[config.mk]
export PLATFORM = sky130hd
export DESIGN_NAME = cmp_sched
export DESIGN_NICKNAME = d
export VERILOG_FILES = /design/src/rtl/cmp_sched_pkg.sv /design/src/rtl/cmp_sched_arb.sv /design/src/rtl/comp.sv /design/src/rtl/cmp_sched.sv
export SDC_FILE = /design/constraint.sdc
export NUM_CORES = 1
export LEC_CHECK = 0
export CORE_AREA = 2 2 112 114
export CTS_CLUSTER_DIAMETER = 100
export DETAILED_ROUTE_END_ITERATION = 10
export DIE_AREA = 0 0 114 116
export PLACE_DENSITY = 0.76
export SLEW_MARGIN = 0
export SYNTH_ARGS = -nofsm -noshare
export SYNTH_HDL_FRONTEND = slang
export SYNTH_HIERARCHICAL = 1
export SYNTH_SLANG_ARGS = --single-unit
[constraint.sdc]
create_clock -name clock -period 7.8 [get_ports clock]
set_input_delay 1.56 -clock clock [delete_from_list [all_inputs] [get_ports clock]]
set_output_delay 1.56 -clock clock [all_outputs]
set_load 0.02 [all_outputs]
[src/rtl/cmp_sched_pkg.sv]
// Shared types and constants for the comparator scheduler.
// Port identifiers, buffer state encoding and small helpers used by the
// scheduler top and its arbiter.
package cmp_sched_pkg;

    // Requester identifiers: branch unit and ALU set-less-than path.
    localparam logic CMP_PORT_BR  = 1'b0;
    localparam logic CMP_PORT_ALU = 1'b1;

    // Default tag width carried from request to response.
    localparam int CMP_TAGW = 4;

    // Response buffer occupancy.
    typedef enum logic {
        CMP_ST_EMPTY = 1'b0,
        CMP_ST_FULL  = 1'b1
    } cmp_state_e;

    // One-hot response valid for a given owner port.
    function automatic logic [1:0] port_onehot(input logic port);
        return (port == CMP_PORT_ALU) ? 2'b10 : 2'b01;
    endfunction

    // Width of the starvation counter; at least one bit.
    function automatic int starve_w(input int lim);
        return (lim < 1) ? 1 : $clog2(lim + 1);
    endfunction

endpackage

[src/rtl/cmp_sched_arb.sv]
// Two-port arbiter for the comparator scheduler.
// FIXED_PRIO=1: port 0 wins unless port 1 has lost STARVE_LIM accepted
// arbitrations in a row. FIXED_PRIO=0: round-robin on a preferred-port
// pointer. The grant is a pure function of req_valid and the arbiter
// registers; the registers only move when the grant is actually accepted.
module cmp_arb
    import cmp_sched_pkg::*;
#(
    parameter int FIXED_PRIO = 1,
    parameter int STARVE_LIM = 3,
    parameter int SW         = starve_w(STARVE_LIM)
) (
    input  logic          clock,
    input  logic          reset_n,
    input  logic [1:0]    req_valid,
    input  logic          accept,
    output logic [1:0]    grant,
    output logic [SW-1:0] starve_cnt,
    output logic          rr_ptr
);

    logic starved;

    // Select the winning port from the current requests.
    always_comb begin
        grant   = 2'b00;
        starved = (starve_cnt == SW'(STARVE_LIM));
        if (FIXED_PRIO != 0) begin
            if (req_valid[CMP_PORT_BR] && !(starved && req_valid[CMP_PORT_ALU])) begin
                grant = 2'b01;
            end else if (req_valid[CMP_PORT_ALU]) begin
                grant = 2'b10;
            end
        end else begin
            if (req_valid == 2'b11) begin
                grant = port_onehot(rr_ptr);
            end else begin
                // A lone requester always wins; no requester, no grant.
                grant = req_valid;
            end
        end
    end

    // Track port-1 losses and the round-robin preference on each accept.
    always_ff @(posedge clock or negedge reset_n) begin
        if (!reset_n) begin
            starve_cnt <= '0;
            rr_ptr     <= CMP_PORT_BR;
        end else if (accept) begin
            if (grant[CMP_PORT_ALU]) begin
                starve_cnt <= '0;
            end else if (req_valid[CMP_PORT_ALU] && !starved) begin
                starve_cnt <= starve_cnt + SW'(1);
            end
            // The port just served becomes the less preferred one.
            rr_ptr <= grant[CMP_PORT_BR] ? CMP_PORT_ALU : CMP_PORT_BR;
        end
    end

endmodule

[src/rtl/comp.sv]
// Shared 64-bit comparator: less-than under selectable signedness plus
// equality. Purely combinational.
module comp #(
    parameter int XLEN = 64
) (
    input  logic [XLEN-1:0] op1,
    input  logic [XLEN-1:0] op2,
    input  logic            unsigned_mode,
    output logic            lt_flag,
    output logic            eq_flag
);

    // Compare the two operands; signedness only affects the less-than result.
    always_comb begin
        eq_flag = (op1 == op2);
        if (unsigned_mode) begin
            lt_flag = (op1 < op2);
        end else begin
            lt_flag = ($signed(op1) < $signed(op2));
        end
    end

endmodule

[src/rtl/cmp_sched.sv]
// Comparator scheduler: shares one comparator between the branch unit
// (port 0) and the ALU set-less-than path (port 1). One request is accepted
// per cycle, compared, and its result held in a one-entry response buffer
// until the owning port takes it.
//
// Handshake: a request transfers on a rising edge where req_valid[p] and
// req_ready[p] are both high; a response transfers on a rising edge where
// rsp_valid[p] and rsp_ready[p] are both high. A requester keeps operands,
// mode and tag stable while req_valid[p] && !req_ready[p], and never drops a
// valid request. req_ready is combinational on req_valid, rsp_ready and the
// buffer state, and has at most one bit set.
module cmp_sched
    import cmp_sched_pkg::*;
#(
    parameter int XLEN       = 64,
    parameter int TAGW       = CMP_TAGW,
    parameter int FIXED_PRIO = 1,
    parameter int STARVE_LIM = 3,
    parameter int SW         = starve_w(STARVE_LIM)
) (
    input  logic              clock,
    input  logic              reset_n,
    input  logic [1:0]        req_valid,
    output logic [1:0]        req_ready,
    input  logic [2*XLEN-1:0] req_op1,
    input  logic [2*XLEN-1:0] req_op2,
    input  logic [1:0]        req_unsigned,
    input  logic [2*TAGW-1:0] req_tag,
    output logic [1:0]        rsp_valid,
    input  logic [1:0]        rsp_ready,
    output logic              rsp_lt,
    output logic              rsp_eq,
    output logic [TAGW-1:0]   rsp_tag,
    output logic              busy,
    output logic              dbg_state,
    output logic [SW-1:0]     dbg_starve
);

    cmp_state_e      state;
    cmp_state_e      state_nxt;
    logic [1:0]      grant;
    logic            accept;
    logic            drain;
    logic            owner;
    logic            sel;
    logic [XLEN-1:0] op1_sel;
    logic [XLEN-1:0] op2_sel;
    logic            uns_sel;
    logic [TAGW-1:0] tag_sel;
    logic            lt_c;
    logic            eq_c;
    logic            rr_ptr;

    cmp_arb #(
        .FIXED_PRIO (FIXED_PRIO),
        .STARVE_LIM (STARVE_LIM),
        .SW         (SW)
    ) u_arb (
        .clock      (clock),
        .reset_n    (reset_n),
        .req_valid  (req_valid),
        .accept     (accept),
        .grant      (grant),
        .starve_cnt (dbg_starve),
        .rr_ptr     (rr_ptr)
    );

    // Steer the granted port's operands, mode and tag to the comparator.
    always_comb begin
        sel     = grant[CMP_PORT_ALU];
        op1_sel = sel ? req_op1[XLEN +: XLEN] : req_op1[0 +: XLEN];
        op2_sel = sel ? req_op2[XLEN +: XLEN] : req_op2[0 +: XLEN];
        uns_sel = sel ? req_unsigned[1] : req_unsigned[0];
        tag_sel = sel ? req_tag[TAGW +: TAGW] : req_tag[0 +: TAGW];
    end

    comp #(
        .XLEN (XLEN)
    ) u_comp (
        .op1           (op1_sel),
        .op2           (op2_sel),
        .unsigned_mode (uns_sel),
        .lt_flag       (lt_c),
        .eq_flag       (eq_c)
    );

    // Buffer state register.
    always_ff @(posedge clock or negedge reset_n) begin
        if (!reset_n) begin
            state <= CMP_ST_EMPTY;
        end else begin
            state <= state_nxt;
        end
    end

    // Next state, accept and response-valid decode. Nothing is accepted
    // while reset is asserted, and a drain can free the buffer for a new
    // accept in the same cycle.
    always_comb begin
        state_nxt = state;
        drain     = 1'b0;
        req_ready = 2'b00;
        rsp_valid = 2'b00;
        busy      = 1'b0;
        if (reset_n) begin
            case (state)
                CMP_ST_EMPTY: begin
                    req_ready = grant;
                    if (grant != 2'b00) begin
                        state_nxt = CMP_ST_FULL;
                    end
                end
                CMP_ST_FULL: begin
                    busy      = 1'b1;
                    rsp_valid = port_onehot(owner);
                    drain     = rsp_ready[owner];
                    if (drain) begin
                        req_ready = grant;
                        state_nxt = (grant != 2'b00) ? CMP_ST_FULL : CMP_ST_EMPTY;
                    end
                end
                default: begin
                    state_nxt = CMP_ST_EMPTY;
                end
            endcase
        end
    end

    assign accept    = (req_ready != 2'b00);
    assign dbg_state = (state == CMP_ST_FULL);

    // Capture the comparison result, owner and tag on every accept.
    always_ff @(posedge clock or negedge reset_n) begin
        if (!reset_n) begin
            owner   <= CMP_PORT_BR;
            rsp_lt  <= 1'b0;
            rsp_eq  <= 1'b0;
            rsp_tag <= '0;
        end else if (accept) begin
            owner   <= sel;
            rsp_lt  <= lt_c;
            rsp_eq  <= eq_c;
            rsp_tag <= tag_sel;
        end
    end

endmodule
==> results.yml <==
critical_path:
  arrival_ns: 5.59
  timing.reg2reg.setup_slack_ns: 3.59
  cp_max_fo: 84
  critPathRequiredTime_ns: 7.91
  reg2regPathDepth: 14
  start_kind: "primary input"
  critPathKind: "primary input to flop"
  cp-end-kind: "flop"
global_routing:
  track_usage_pct: 18.5
  grt_max_degree: 85
  grt_pass1_wl_um: 19800
  grt_pass1_vias: 4290
  antenna_found_initial: 1
  gr-total-overflow: 0
clock_network:
  cts_resized: 0
  htreeDepth: 1
  tritoncts: "yes"
  cts_num_sinks: 10
  hold_buffers: 0
  cts-root-buf: "clkbuf_16"
  clockBufferDepth: 2
  cts.clk_slew.worst_paths_ns: 0.04
  clkLatencyLatePin_ns: 0.23
  postCtsSetupBuffers: 0
  cts_inserted_buffers: 3
synth:
  synth_area_um2: 3720
  syn_inst: 427
  synth_nets: 764
  yosys_warnings: 6
  syn_avg_cell_area_um2: 8.70
sta:
  worst_slew_pin_slew_ns: 0.668
  drv_slew: 0
  rsz0062_at_grt: "false"
  slew_headroom_pct: 54.3
  fmax_mhz: 182
  fin_crit_ns: 5.48
  finClkSkew_ns: 0.00138
  post-route-period-util_pct: 70.3
  setup_viol: 0
  fin_ws_ns: 2.32
  whs_ns: 0.504
  setup_tns_ns: 0
  hold_viol: 0
worst_hold_path:
  hold_path.class: "flop to flop"
  whs_path_depth: 1
detailed_routing:
  vias_per_cell: 4.85
  initialDrtViolationCount: 102
  routed_wirelength_um: 13100
  postRouteAntennaNets: 0
  drcViolationCount: 0
  dr.pass1.iters: 4
  route.vias.total: 4115
  wire_per_inst_um: 15.5
die:
  die_area_um2: 13200
  io_pins: 286
  core_um2: 11900
  start_util_pct: 31.2
  die_w_um: 114
  die_h_um: 116
  rows: 40
outcome:
  status: "complete, no violations"
placement:
  place_ws_ns: 1.97
  place_congestion: 0.829
  io_buffers: 285
  place_hpwl_um: 11800
power_and_ir_drop:
  power_leakage_nw: 2.95
  ir_worst_vdd_mv: 0.0580
  pwr_density_cell_nw_per_um2: 98.6
cells_and_area:
  nets: 1040
  final_core_util_pct: 56.9
  drive_gt1_share_pct: 21.0
  areaGrowthSynthToFinish_pct: 82.5
run:
  drv_cap: 0
[critical path, stage by stage]
cell and delay, ns:
clkdlybuf4s50_1 0.52, a21boi_4 0.46, buf_12 0.40, mux2_2 0.38, ha_1 0.36, and3_1 0.22
nand4_1 0.16, or3_4 0.44, nor4_4 0.36, nand4_2 0.16, o211ai_2 0.20, xnor2_1 0.08
mux2_2 0.26
[layout by cell type (no fill, tap or decap), drive strengths merged, types with 2 or more instances in the layout]
cell type and n:
a2111oi 2, a211oi 3, a21boi 2, a21o 5, a21oi 27, and2 3
and3 3, buf 2, clkbuf 3, clkdlybuf4s50 285, dfrtp 10, ha 65
inv 70, mux2 132, nand2 23, nand3 4, nand4 9, nor2 9
nor2b 2, nor3 2, nor3b 5, o211ai 2, o21ai 12, o32a 4
[layout make-up]
class,count,area [um2]
Clock buffer,3,75.1
Timing Repair Buffer,287,2880
Fill cell,1073,5130
Sequential cell,10,250
Tap cell,147,184
Inverter,70,263
Multi-Input combinational cell,331,3130
Antenna cell,1,2.50
[through the flow]
stage          cells  area, um2  power (mW)
3_5_place_dp     845       6710       0.587
3_3_place_gp     845       6710       0.574
6_report         849       6780       0.669
5_1_grt          848       6780       0.725
2_1_floorplan    427       3720       0.354
4_1_cts          848       6780       0.678
[worst paths after layout]
| path | start | end |
|---|---|---|
| min | rsp_tag[3] | rsp_tag[3] |
| max | req_valid[1] | rsp_lt |
| min reg2reg | rsp_tag[3] | rsp_tag[3] |
| max reg2reg | u_arb/starve_cnt[0] | rsp_lt |
| min in group asynchronous | reset_n | dbg_state |
| max in group asynchronous | reset_n | u_arb/starve_cnt[1] |
[report_power, final]
part,leakage (nW),switching (mW),internal (mW)
clock,0.0370,0.0204,0.0662
sequential,0.118,0.0127,0.0694
combinational,2.80,0.195,0.305
total,2.95,0.228,0.440
[registers in the layout (all words and copies together), names as in the netlist]
name and count:
owner 1, rsp_tag 4, u_arb/starve_cnt 2, dbg_state 1, rsp_lt 1, rsp_eq 1
[routing by layer]
layer  up-vias  GRT usage (%)  part of all wire, %
li1       2084              -                    -
met1      1849           19.2                   37
met2       170           38.7                   53
met3        12           3.66                  7.9
met4         0           2.68                  1.2
met5         -              0                    0
(Power assumes the default switching activity.)
